**config.mk**
```make
export PLATFORM = sky130hd
export DESIGN_NAME = core_state_dump
export DESIGN_NICKNAME = d
export VERILOG_FILES = /design/src/rtl/core_state_dump.sv
export SDC_FILE = /design/constraint.sdc
export NUM_CORES = 1
export LEC_CHECK = 0
export CORE_MARGIN = 2
export CORE_UTILIZATION = 50
export DETAILED_ROUTE_END_ITERATION = 12
export PLACE_DENSITY_LB_ADDON = 0.12
export SYNTH_ARGS = -nofsm -noshare
export SYNTH_HDL_FRONTEND = slang
export SYNTH_SLANG_ARGS = --single-unit
```
**constraint.sdc**
```tcl
create_clock -name clk -period 6.2 [get_ports clk]
set_input_delay 0.93 -clock clk [delete_from_list [all_inputs] [get_ports clk]]
set_output_delay 0.93 -clock clk [all_outputs]
set_load 0.05 [all_outputs]
```
**src/rtl/core_state_dump.sv**
```systemverilog
// Architectural state readout engine: halts the core, then streams x0..x(RF_DEPTH-1)
// followed by dmem[0..DMEM_WORDS-1] through a single-register valid/ready word port.
module core_state_dump #(
    parameter int RF_DEPTH   = 32,
    parameter int DMEM_WORDS = 512,
    parameter int XLEN       = 32,
    localparam int RF_AW     = $clog2(RF_DEPTH),
    localparam int IDX_W     = $clog2(DMEM_WORDS)
) (
    input  logic             clk,
    input  logic             rst,
    input  logic             start,
    output logic             busy,
    output logic             done,
    output logic             halt_req,
    output logic [RF_AW-1:0] rf_raddr,
    input  logic [XLEN-1:0]  rf_rdata,
    output logic             dm_ren,
    output logic [IDX_W-1:0] dm_raddr,
    input  logic [XLEN-1:0]  dm_rdata,
    output logic             out_valid,
    input  logic             out_ready,
    output logic [XLEN-1:0]  out_data,
    output logic             out_sel,
    output logic [IDX_W-1:0] out_index,
    output logic             out_last
);

    // state    | meaning
    // IDLE     | waiting for start, core runs freely
    // SETTLE   | halt raised, one cycle for in-flight writeback to land in the RF
    // RF       | stream register-file entry idx
    // DM_REQ   | issue synchronous dmem read of word idx
    // DM_WAIT  | dmem data returns, captured into hold
    // DM_PUSH  | load hold into the output register when the slot frees
    // DRAIN    | final word loaded, waiting for its handshake
    typedef enum logic [2:0] {
        S_IDLE,
        S_SETTLE,
        S_RF,
        S_DM_REQ,
        S_DM_WAIT,
        S_DM_PUSH,
        S_DRAIN
    } state_t;

    localparam logic [IDX_W-1:0] RF_LAST = IDX_W'(RF_DEPTH - 1);
    localparam logic [IDX_W-1:0] DM_LAST = IDX_W'(DMEM_WORDS - 1);

    state_t            state, state_nx;
    logic [IDX_W-1:0]  idx, idx_nx;
    logic [XLEN-1:0]   hold;
    logic              slot_free;
    logic              load;
    logic [XLEN-1:0]   load_data;
    logic              load_sel;
    logic              load_last;
    logic              hold_en;
    logic              done_nx;

    assign slot_free = !out_valid || out_ready;
    assign busy      = (state != S_IDLE);
    assign halt_req  = (state != S_IDLE);
    assign rf_raddr  = idx[RF_AW-1:0];
    assign dm_raddr  = idx;
    assign dm_ren    = (state == S_DM_REQ);

    always_comb begin
        state_nx  = state;
        idx_nx    = idx;
        load      = 1'b0;
        load_data = hold;
        load_sel  = 1'b0;
        load_last = 1'b0;
        hold_en   = 1'b0;
        done_nx   = 1'b0;
        case (state)
            S_IDLE: begin
                if (start) begin
                    state_nx = S_SETTLE;
                    idx_nx   = '0;
                end
            end
            S_SETTLE: begin
                state_nx = S_RF;
                idx_nx   = '0;
            end
            S_RF: begin
                if (slot_free) begin
                    load      = 1'b1;
                    load_data = rf_rdata;
                    if (idx == RF_LAST) begin
                        state_nx = S_DM_REQ;
                        idx_nx   = '0;
                    end else begin
                        idx_nx = idx + IDX_W'(1);
                    end
                end
            end
            S_DM_REQ: begin
                state_nx = S_DM_WAIT;
            end
            S_DM_WAIT: begin
                hold_en  = 1'b1;
                state_nx = S_DM_PUSH;
            end
            S_DM_PUSH: begin
                if (slot_free) begin
                    load      = 1'b1;
                    load_sel  = 1'b1;
                    load_last = (idx == DM_LAST);
                    if (idx == DM_LAST) begin
                        state_nx = S_DRAIN;
                    end else begin
                        idx_nx   = idx + IDX_W'(1);
                        state_nx = S_DM_REQ;
                    end
                end
            end
            S_DRAIN: begin
                if (out_valid && out_ready) begin
                    state_nx = S_IDLE;
                    done_nx  = 1'b1;
                end
            end
            default: state_nx = S_IDLE;
        endcase
    end

    always_ff @(posedge clk or posedge rst) begin
        if (rst) begin
            state <= S_IDLE;
            idx   <= '0;
            done  <= 1'b0;
            hold  <= '0;
        end else begin
            state <= state_nx;
            idx   <= idx_nx;
            done  <= done_nx;
            if (hold_en) begin
                hold <= dm_rdata;
            end
        end
    end

    // Fields are only rewritten on a load, so they hold still under backpressure.
    always_ff @(posedge clk or posedge rst) begin
        if (rst) begin
            out_valid <= 1'b0;
            out_data  <= '0;
            out_sel   <= 1'b0;
            out_index <= '0;
            out_last  <= 1'b0;
        end else if (load) begin
            out_valid <= 1'b1;
            out_data  <= load_data;
            out_sel   <= load_sel;
            out_index <= idx;
            out_last  <= load_last;
        end else if (out_ready) begin
            out_valid <= 1'b0;
        end
    end

endmodule

```
Word level (Yosys, flattened, before mapping)
Cells that the tools add are included.
{"block": "classes", "n_addsub": 1, "multipliers": 0, "n_div": 0, "magnitude_cmp": 0, "eq_ne": 14, "n_shift": 0, "muxes": 25, "n_bitwise": 0, "reduce_logical": 10}
{"operator": "two-way mux 32 bit", "count": 2}
{"operator": "two-way mux 9 bit", "count": 5}
{"operator": "one-hot mux 9 bit (4 select lines)", "count": 1}
{"operator": "one-hot mux 3 bit (7 select lines)", "count": 1}
{"operator": "two-way mux 3 bit", "count": 6}
{"operator": "inequality test 2 bit (second input constant)", "count": 6}
{"operator": "two-way mux 1 bit", "count": 10}
{"operator": "AND reduction 5 bit", "count": 2}
{"operator": "adder 9 x 1 -> 9 bit (second input constant)", "count": 1}
{"operator": "equality test 3 bit (second input constant)", "count": 3}
{"operator": "equality test 9 x 5 -> 1 bit (second input constant)", "count": 1}
{"operator": "equality test 9 bit (second input constant)", "count": 1}
{"operator": "equality test 3 x 2 -> 1 bit (second input constant)", "count": 2}
{"operator": "nonzero test 4 bit", "count": 1}
{"operator": "equality test 3 x 1 -> 1 bit (second input constant)", "count": 1}
{"operator": "logical NOT 3 bit", "count": 1}
{"operator": "nonzero test 3 bit", "count": 1}
{"operator": "nonzero test 2 bit", "count": 1}
{"operator": "OR reduction 2 bit", "count": 1}
{"operator": "logical AND 1 bit", "count": 1}
{"operator": "logical NOT 1 bit", "count": 1}
{"operator": "logical OR 1 bit", "count": 1}
{"block": "word_totals", "ff_bits": 89, "latchBits": 0, "ram_bits": 0, "romBits": 0, "input_bits": 68, "mem_count": 0}

Depth between registers and ports, before layout
Gate-level depths: netlist (run 1).
{"block": "depth", "depth_word": 5, "ltp_mapped": 11}

Worst setup path before layout (run 1)
Ideal clock, no wire load.
{"block": "synth_timing", "path_kind": "register -> register", "start": "register idx[1] (netlist: dm_raddr[1])", "end": "register idx[0] (netlist: dm_raddr[0])", "arrival_time_ps": 2475, "required_time_ps": 6075, "setup_slack_ps": 3600, "stages_incl_launch_ff": 11, "synth_period_minus_slack_ps": 2600, "cell_sequence": "dfrtp_1 > ha_1 > nand4_1 > or2_2 > inv_1 > and3_1 > ha_1 > o31a_1 > o21a_2 > nor2_4 > mux2_2"}
{"block": "synth_between", "elab_chain_cells": 4, "word_cells_on_any_way": 7}
{"item": "start: declaration", "line": "51", "rtl": "logic [IDX_W-1:0] idx, idx_nx;"}
{"item": "start signal: assignment", "line": "138", "rtl": "idx <= idx_nx;"}
{"item": "equality test 9 x 5 -> 1 bit", "line": "92", "rtl": "if (idx == RF_LAST) begin"}
{"item": "two-way mux 9 bit", "line": "92"}
{"item": "two-way mux 9 bit", "line": "89", "rtl": "if (slot_free) begin"}
{"item": "one-hot mux 9 bit (4 select lines)", "line": "77", "rtl": "case (state)"}
Several ways; a longest one is shown, not always the timed one. The select of a mux whose other input is x is not followed.
A chain may end at the register's enable or synchronous reset.

Final worst setup path (run 1)
{"block": "layout_timing", "start": "register state[1]", "end": "output port busy"}
{"block": "layout_between", "elab_chain_cells": 1}
{"item": "start: declaration", "line": "50", "rtl": "state_t state, state_nx;"}
{"item": "start signal: assignment", "line": "137", "rtl": "state <= state_nx;"}
{"item": "nonzero test 3 bit", "line": "62", "rtl": "assign busy = (state != S_IDLE);"}
{"item": "end: declaration", "line": "13", "rtl": "output logic busy,"}
Every way passes these cells.

==> results of run 1 <==
[cells by family after synthesis]
family	after synthesis	share of synthesized area [%]
flip-flops	89	55.6
AO/OA/AOI/OAI	68	10.1
AND/OR/NAND/NOR	75	9.53
adder cells (fa/ha/maj)	2	0.625
buffers and inverters	29	4.31
multiplexers	74	19.8
[synth_stat cells (3+ instances only)]
library cell / count
sky130_fd_sc_hd__dfrtp_1: 89
sky130_fd_sc_hd__mux2_2: 42
sky130_fd_sc_hd__nor2_1: 39
sky130_fd_sc_hd__a21oi_1: 36
sky130_fd_sc_hd__mux2i_1: 32
sky130_fd_sc_hd__buf_4: 12
sky130_fd_sc_hd__o21ai_0: 11
sky130_fd_sc_hd__buf_2: 9
sky130_fd_sc_hd__nand2_1: 9
sky130_fd_sc_hd__inv_1: 6
sky130_fd_sc_hd__a22o_1: 4
sky130_fd_sc_hd__nand2b_1: 4
sky130_fd_sc_hd__nand3_1: 4
sky130_fd_sc_hd__o21ai_1: 4
sky130_fd_sc_hd__and3_1: 3
[registers in the layout, summed over array words and instances (netlist names)]
signal and cells:
out_valid 1, out_data 32, out_last 1, dm_raddr 9
hold 32, out_index 9, done 1, state 3
out_sel 1
[metrics by stage]
stage / area [µm²] / hold slack (ns) / cells / util (%)
after floorplan: 4000 / 0.480 / 337 / -
after global placement: 5300 / 0.486 / 547 / 68.5
after detailed placement: 5300 / 0.496 / 547 / 68.5
after CTS: 5490 / 0.515 / 563 / 71.0
after global routing: 5490 / 0.523 / 563 / 71.0
final: 5490 / 0.511 / 563 / 71.0
[critical path: cells and delay by family, from the launching register on]
kind,cells,cell delay (ns)
buffers and inverters,1,0.72
DFF,1,0.60
and+or+nand+nor,1,0.48
[routing by layer]
metal	wire (µm)	GRT usage [%]
met1	4130	29.4
met2	4180	33.3
met3	553	3.95
met4	195	9.07
met5	0	0
[power breakdown]
group | internal [mW] | leakage (nW) | total (mW) | switching [mW]
registers | 0.826 | 1.08 | 0.982 | 0.156
logic | 0.621 | 1.31 | 1.59 | 0.966
clock network | 0.162 | 0.0987 | 0.374 | 0.212
total | 1.61 | 2.48 | 2.94 | 1.33
[cell type report]
type | instances | area share, %
clock buffer | 10 | 2.51
clock inverter | 6 | 0.935
inverter | 6 | 0.433
tap | 102 | 2.33
multi-input combinational | 219 | 29.4
timing repair buffer | 131 | 23.8
sequential | 89 | 40.6
[worst max path at each step]
stage | startpoint | end | slack [ns] | cells after the start
floorplan | rst | dm_raddr[0] | 2.96 | 1
global placement | out_ready | dm_raddr[1] | 2.92 | 7
detailed placement | out_ready | dm_raddr[5] | 2.83 | 7
CTS | state[1] | busy | 3.11 | 2
global route | out_ready | dm_raddr[1] | 2.98 | 7
finish | state[1] | busy | 3.12 | 2
==> metrics, run 1 <==
share of post-route cells with drive strength above 1=15.6%; critical path class=flip-flop to primary output; Total Power=2.94 mW; DIE AREA=0.00874 mm²; final hold viol count=0; number of cells upsized or downsized after cts=0; clk buf depth=2; Max Cap Violations=0; Yosys cell types=41; Setup crit start kind=flip-flop; maximum level of the CTS H-tree=3; Largest stage delay, worst path=0.72 ns; worst setup slack after placement=2.83 ns; fraction of the cycle the final worst path needs=49.7%; number of core rows=32; effective utilization at floorplan=51.8%; top-level port count=130; pin count of the biggest net entering global routing=90; Post-Route WL=9060 µm; fraction of registers with async set or reset after synthesis=100%; CTS buffer count=9; minimum setup slack among reg-to-reg paths=3.53 ns; estimated wirelength of the detail-placed design=6200 µm; fin nets=526; final critical delay including setup and external delays=3.08 ns; placer's final routability congestion estimate=0.856; Synth area leaders=sky130_fd_sc_hd__dfrtp_1 56%, sky130_fd_sc_hd__mux2_2 12%, sky130_fd_sc_hd__mux2i_1 8.0%, sky130_fd_sc_hd__a21oi_1 4.5%, sky130_fd_sc_hd__nor2_1 3.7%; RSZ-0062 raised after global routing=false; type of element capturing the critical path=primary output; Hold Crit Start=hold[17]; number of buffers inserted to repair setup after CTS=0; Yosys Warn Count=0; via count of the first global-routing pass=2959; standard cell with the maximum stage delay on the critical path=sky130_fd_sc_hd__clkdlybuf4s50_1; post-route antenna net violation count=0; Max VDD drop=303 µV; total setup violations reported at the end of the flow=0; Synth top area share=55.6%; area occupied by registers=0.00223 mm²; arrival time worst endpoint=2.15 ns; number of filler cells placed in the layout=566; Worst-Margin Slew=1.08 ns; Endpoint, Worst Hold=hold[17]; Buffers on Ports=129; CTS tree=built; power density normalized to cell area=537 mW/mm²; FF-to-FF End=out_index[7]; sinks on the clock net=89; Synth Net Count=407; total standard cell area after synthesis=0.00400 mm²; Synth Register Bits=89; antenna diode instance count=0; wire length of the first global-routing pass=14500 µm; antenna violations before repair=0; Crit Reg-Reg Startpoint=state[1]; final setup skew=0.0137 ns; number of remaining DRC errors=0; 1st-iter DRT viols=98; global route overflow=0; number of optimization iterations in the first detailed-route pass=4; cell type with the highest aggregate area in the netlist=sky130_fd_sc_hd__dfrtp_1; height of the die=93.5 µm; Final TNS setup=0 ns; clock-pin slew reported for the worst setup and hold paths after clock tree synthesis=0.08 ns; static leakage=2.48 nW; vias per cell=5.24; depth of the worst hold-timing path=1; critical-path cell list=or3_1, clkdlybuf4s50_1; commonest non-fill, non-tap cell in the layout=sky130_fd_sc_hd__clkdlybuf4s50_1; Die X-Extent=93.5 µm; CTS root buffer=sky130_fd_sc_hd__clkbuf_8; count of hold-fix buffers inserted at cts=0; Peak Freq=324 MHz; synthesized netlist cell count=337; most used flip-flop cell after synthesis=sky130_fd_sc_hd__dfrtp_1; portion of the post-synthesis area used by sequential elements=55.6%; Req. time, crit path=5.27 ns; latest clock arrival within the worst-skew pair=0.36 ns; status=completed; count of flip-flops with a built-in enable after synthesis=0; relative slew slack=28.3%; area of the multi-input gates=0.00161 mm²; commonest cells after routing, fill and taps aside=129 x sky130_fd_sc_hd__clkdlybuf4s50_1, 89 x sky130_fd_sc_hd__dfrtp_1, 42 x sky130_fd_sc_hd__mux2_2; number of cells on the worst reg-to-reg path=4; Max Transition Viols Final=0; Mean Syn Cell Area=11.9 µm²; Area Growth Syn to Fin=37.0%; Routed WL per cell=16.1 µm; crit path setup slack, layout=3.12 ns; DR vias=2949; class of the most critical hold timing path=flip-flop to flip-flop; critical-path maximum fanout=20; core outline area=0.00773 mm²; total track usage=21.4%
Power figures use the tool's default switching activity.
==> inputs of run 2 (changes only) <==
--- a/config.mk
+++ b/config.mk
@@ -6,7 +6,7 @@
 export NUM_CORES = 1
 export LEC_CHECK = 0
 export CORE_MARGIN = 2
-export CORE_UTILIZATION = 50
+export CORE_UTILIZATION = 46
 export DETAILED_ROUTE_END_ITERATION = 12
 export PLACE_DENSITY_LB_ADDON = 0.12
 export SYNTH_ARGS = -nofsm -noshare
==> constraint.sdc (replaced) <==
create_clock -name clk -period 3.2 [get_ports clk]
set_input_delay 0.48 -clock clk [delete_from_list [all_inputs] [get_ports clk]]
set_output_delay 0.48 -clock clk [all_outputs]
set_load 0.05 [all_outputs]
==> run 2 against run 1 <==
Against the previous run: register-to-register slack got worse by 2.8 ns; first-iteration DRC count rose by 9.2%; cell count rose by 1.2%; worst setup slack got worse by 2.5 ns; critical path type unchanged; largest cell class unchanged.
==> metrics, run 2 (synthesis gave the netlist of run 1 again) <==
Post-Route WL=8770 µm (was 9060 µm); clock-pin slew reported for the worst setup and hold paths after clock tree synthesis=0.09 ns (was 0.08 ns); DR vias=2982 (was 2949); final hold viol count=0 (unchanged); RSZ-0062 raised after global routing=false (unchanged); share of post-route cells with drive strength above 1=15.6% (about the same); commonest cells after routing, fill and taps aside=129 x sky130_fd_sc_hd__clkdlybuf4s50_1, 89 x sky130_fd_sc_hd__dfrtp_1, 42 x sky130_fd_sc_hd__mux2_2 (unchanged); placer's final routability congestion estimate=0.761 (was 0.856); latest clock arrival within the worst-skew pair=0.35 ns (was 0.36 ns); maximum level of the CTS H-tree=3 (unchanged); fraction of the cycle the final worst path needs=81.1%; critical path class=flip-flop to primary output (unchanged); number of remaining DRC errors=0 (unchanged); total setup violations reported at the end of the flow=0 (unchanged); class of the most critical hold timing path=input pin to asynchronous set/reset pin (was flip-flop to flip-flop); fin nets=528 (was 526); DIE AREA=0.00947 mm² (was 0.00874 mm²); commonest non-fill, non-tap cell in the layout=sky130_fd_sc_hd__clkdlybuf4s50_1 (unchanged); effective utilization at floorplan=46.6% (was 51.8%); Peak Freq=385 MHz; number of optimization iterations in the first detailed-route pass=4 (unchanged); hold slack=0.509 ns (was 0.511 ns); final critical delay including setup and external delays=2.59 ns; Req. time, crit path=2.72 ns (was 5.27 ns); estimated wirelength of the detail-placed design=5910 µm (was 6200 µm); Setup crit start kind=flip-flop (unchanged); biggest registers after layout=hold (32), out_data (32) (unchanged); static leakage=2.53 nW (was 2.48 nW); number of buffers inserted to repair setup after CTS=0 (unchanged); Max VDD drop=451 µV (was 303 µV); Max Transition Viols Final=0 (unchanged); total track usage=19.0% (was 21.4%); post-route antenna net violation count=0 (unchanged); core outline area=0.00859 mm² (was 0.00773 mm²); Max Cap Violations=0 (unchanged); wire length of the first global-routing pass=14500 µm (about the same); sinks on the clock net=89 (unchanged); critical-path maximum fanout=20 (unchanged); type of element capturing the critical path=primary output (unchanged); minimum setup slack among reg-to-reg paths=0.70 ns (was 3.53 ns); CTS buffer count=9 (unchanged); CTS tree=built (unchanged); vias per cell=5.23 (was 5.24); relative slew slack=56.6% (was 28.3%); Total Power=6.00 mW (was 2.94 mW); top-level port count=130 (unchanged); CTS root buffer=sky130_fd_sc_hd__clkbuf_8 (unchanged); pin count of the biggest net entering global routing=56 (was 90); number of cells upsized or downsized after cts=0 (unchanged); 1st-iter DRT viols=107 (was 98); global route overflow=0 (unchanged); antenna violations before repair=0 (unchanged); height of the die=97.3 µm (was 93.5 µm); Buffers on Ports=129 (unchanged); count of hold-fix buffers inserted at cts=0 (unchanged); Worst-Margin Slew=0.650 ns (was 1.08 ns); power density normalized to cell area=1070 mW/mm² (was 537 mW/mm²); arrival time worst endpoint=2.11 ns (was 2.15 ns); via count of the first global-routing pass=2967 (was 2959); antenna diode instance count=0 (unchanged); Die X-Extent=97.3 µm (was 93.5 µm); number of filler cells placed in the layout=714 (was 566); Routed WL per cell=15.4 µm (was 16.1 µm); Area Growth Syn to Fin=40.2% (was 37.0%); Final TNS setup=0 ns (unchanged); status=completed (unchanged); final setup skew=0.00764 ns (was 0.0137 ns); number of core rows=34 (was 32); clk buf depth=2 (unchanged)
==> run 2: cell count changes in the layout (fill, tap and decap cells not counted), sizes merged <==
cell and change:
buf +2, bufinv +4, inv -2, clkinv -3
==> run 2: area by class of cell <==
type / instances / area [µm²] / share of cell area, %
Sequential cell: 89 / 2230 / 39.7
Multi-Input combinational cell: 219 / 1610 / 28.7
Timing Repair Buffer: 133 / 1360 / 24.2
Tap cell: 108 / 135 / 2.41
Clock buffer: 10 / 128 / 2.27
Clock inverter: 5 / 129 / 2.30
Inverter: 6 / 23.8 / 0.424
==> run 2: worst max-delay path: stages (launching register included) <==
cell and delay, ns:
sky130_fd_sc_hd__dfrtp_1 0.59, sky130_fd_sc_hd__or3_1 0.46, sky130_fd_sc_hd__clkdlybuf4s50_1 0.71
==> run 2: stage by stage <==
step                      util, %  cell area (µm²)  worst slack [ns]  instances
final                        65.3             5610             0.605        570
after global routing         65.3             5610             0.521        570
after CTS                    65.3             5610             0.584        570
after detailed placement     62.3             5360             0.750        555
after global placement       62.3             5360             0.820        555
after floorplan                 -             4000             0.413        337
==> run 2: path summary, 6_finish.rpt <==
| path | from | to | cells past startpoint |
|---|---|---|---|
| min reg2reg | hold[17] | hold[17] | 1 |
| max reg2reg | dm_raddr[0] | dm_raddr[5] | 10 |
| min in group clk | hold[17] | hold[17] | 1 |
| max in group asynchronous | rst | out_data[19] | 3 |
| min | rst | hold[3] | 2 |
| max | state[1] | halt_req | 2 |
==> run 2: routing by layer <==
layer	GRT usage, %	vias up	wire, µm
met2	30.2	83	4310
met4	7.37	0	122
met1	25.4	1464	3890
met3	4.39	10	451
li1	-	1425	-
met5	0	-	0
==> run 2: report_power, final <==
group | total, mW | internal (mW) | switching, mW
sequential | 1.91 | 1.60 | 0.304
clock | 0.992 | 0.596 | 0.396
combinational | 3.11 | 1.24 | 1.86
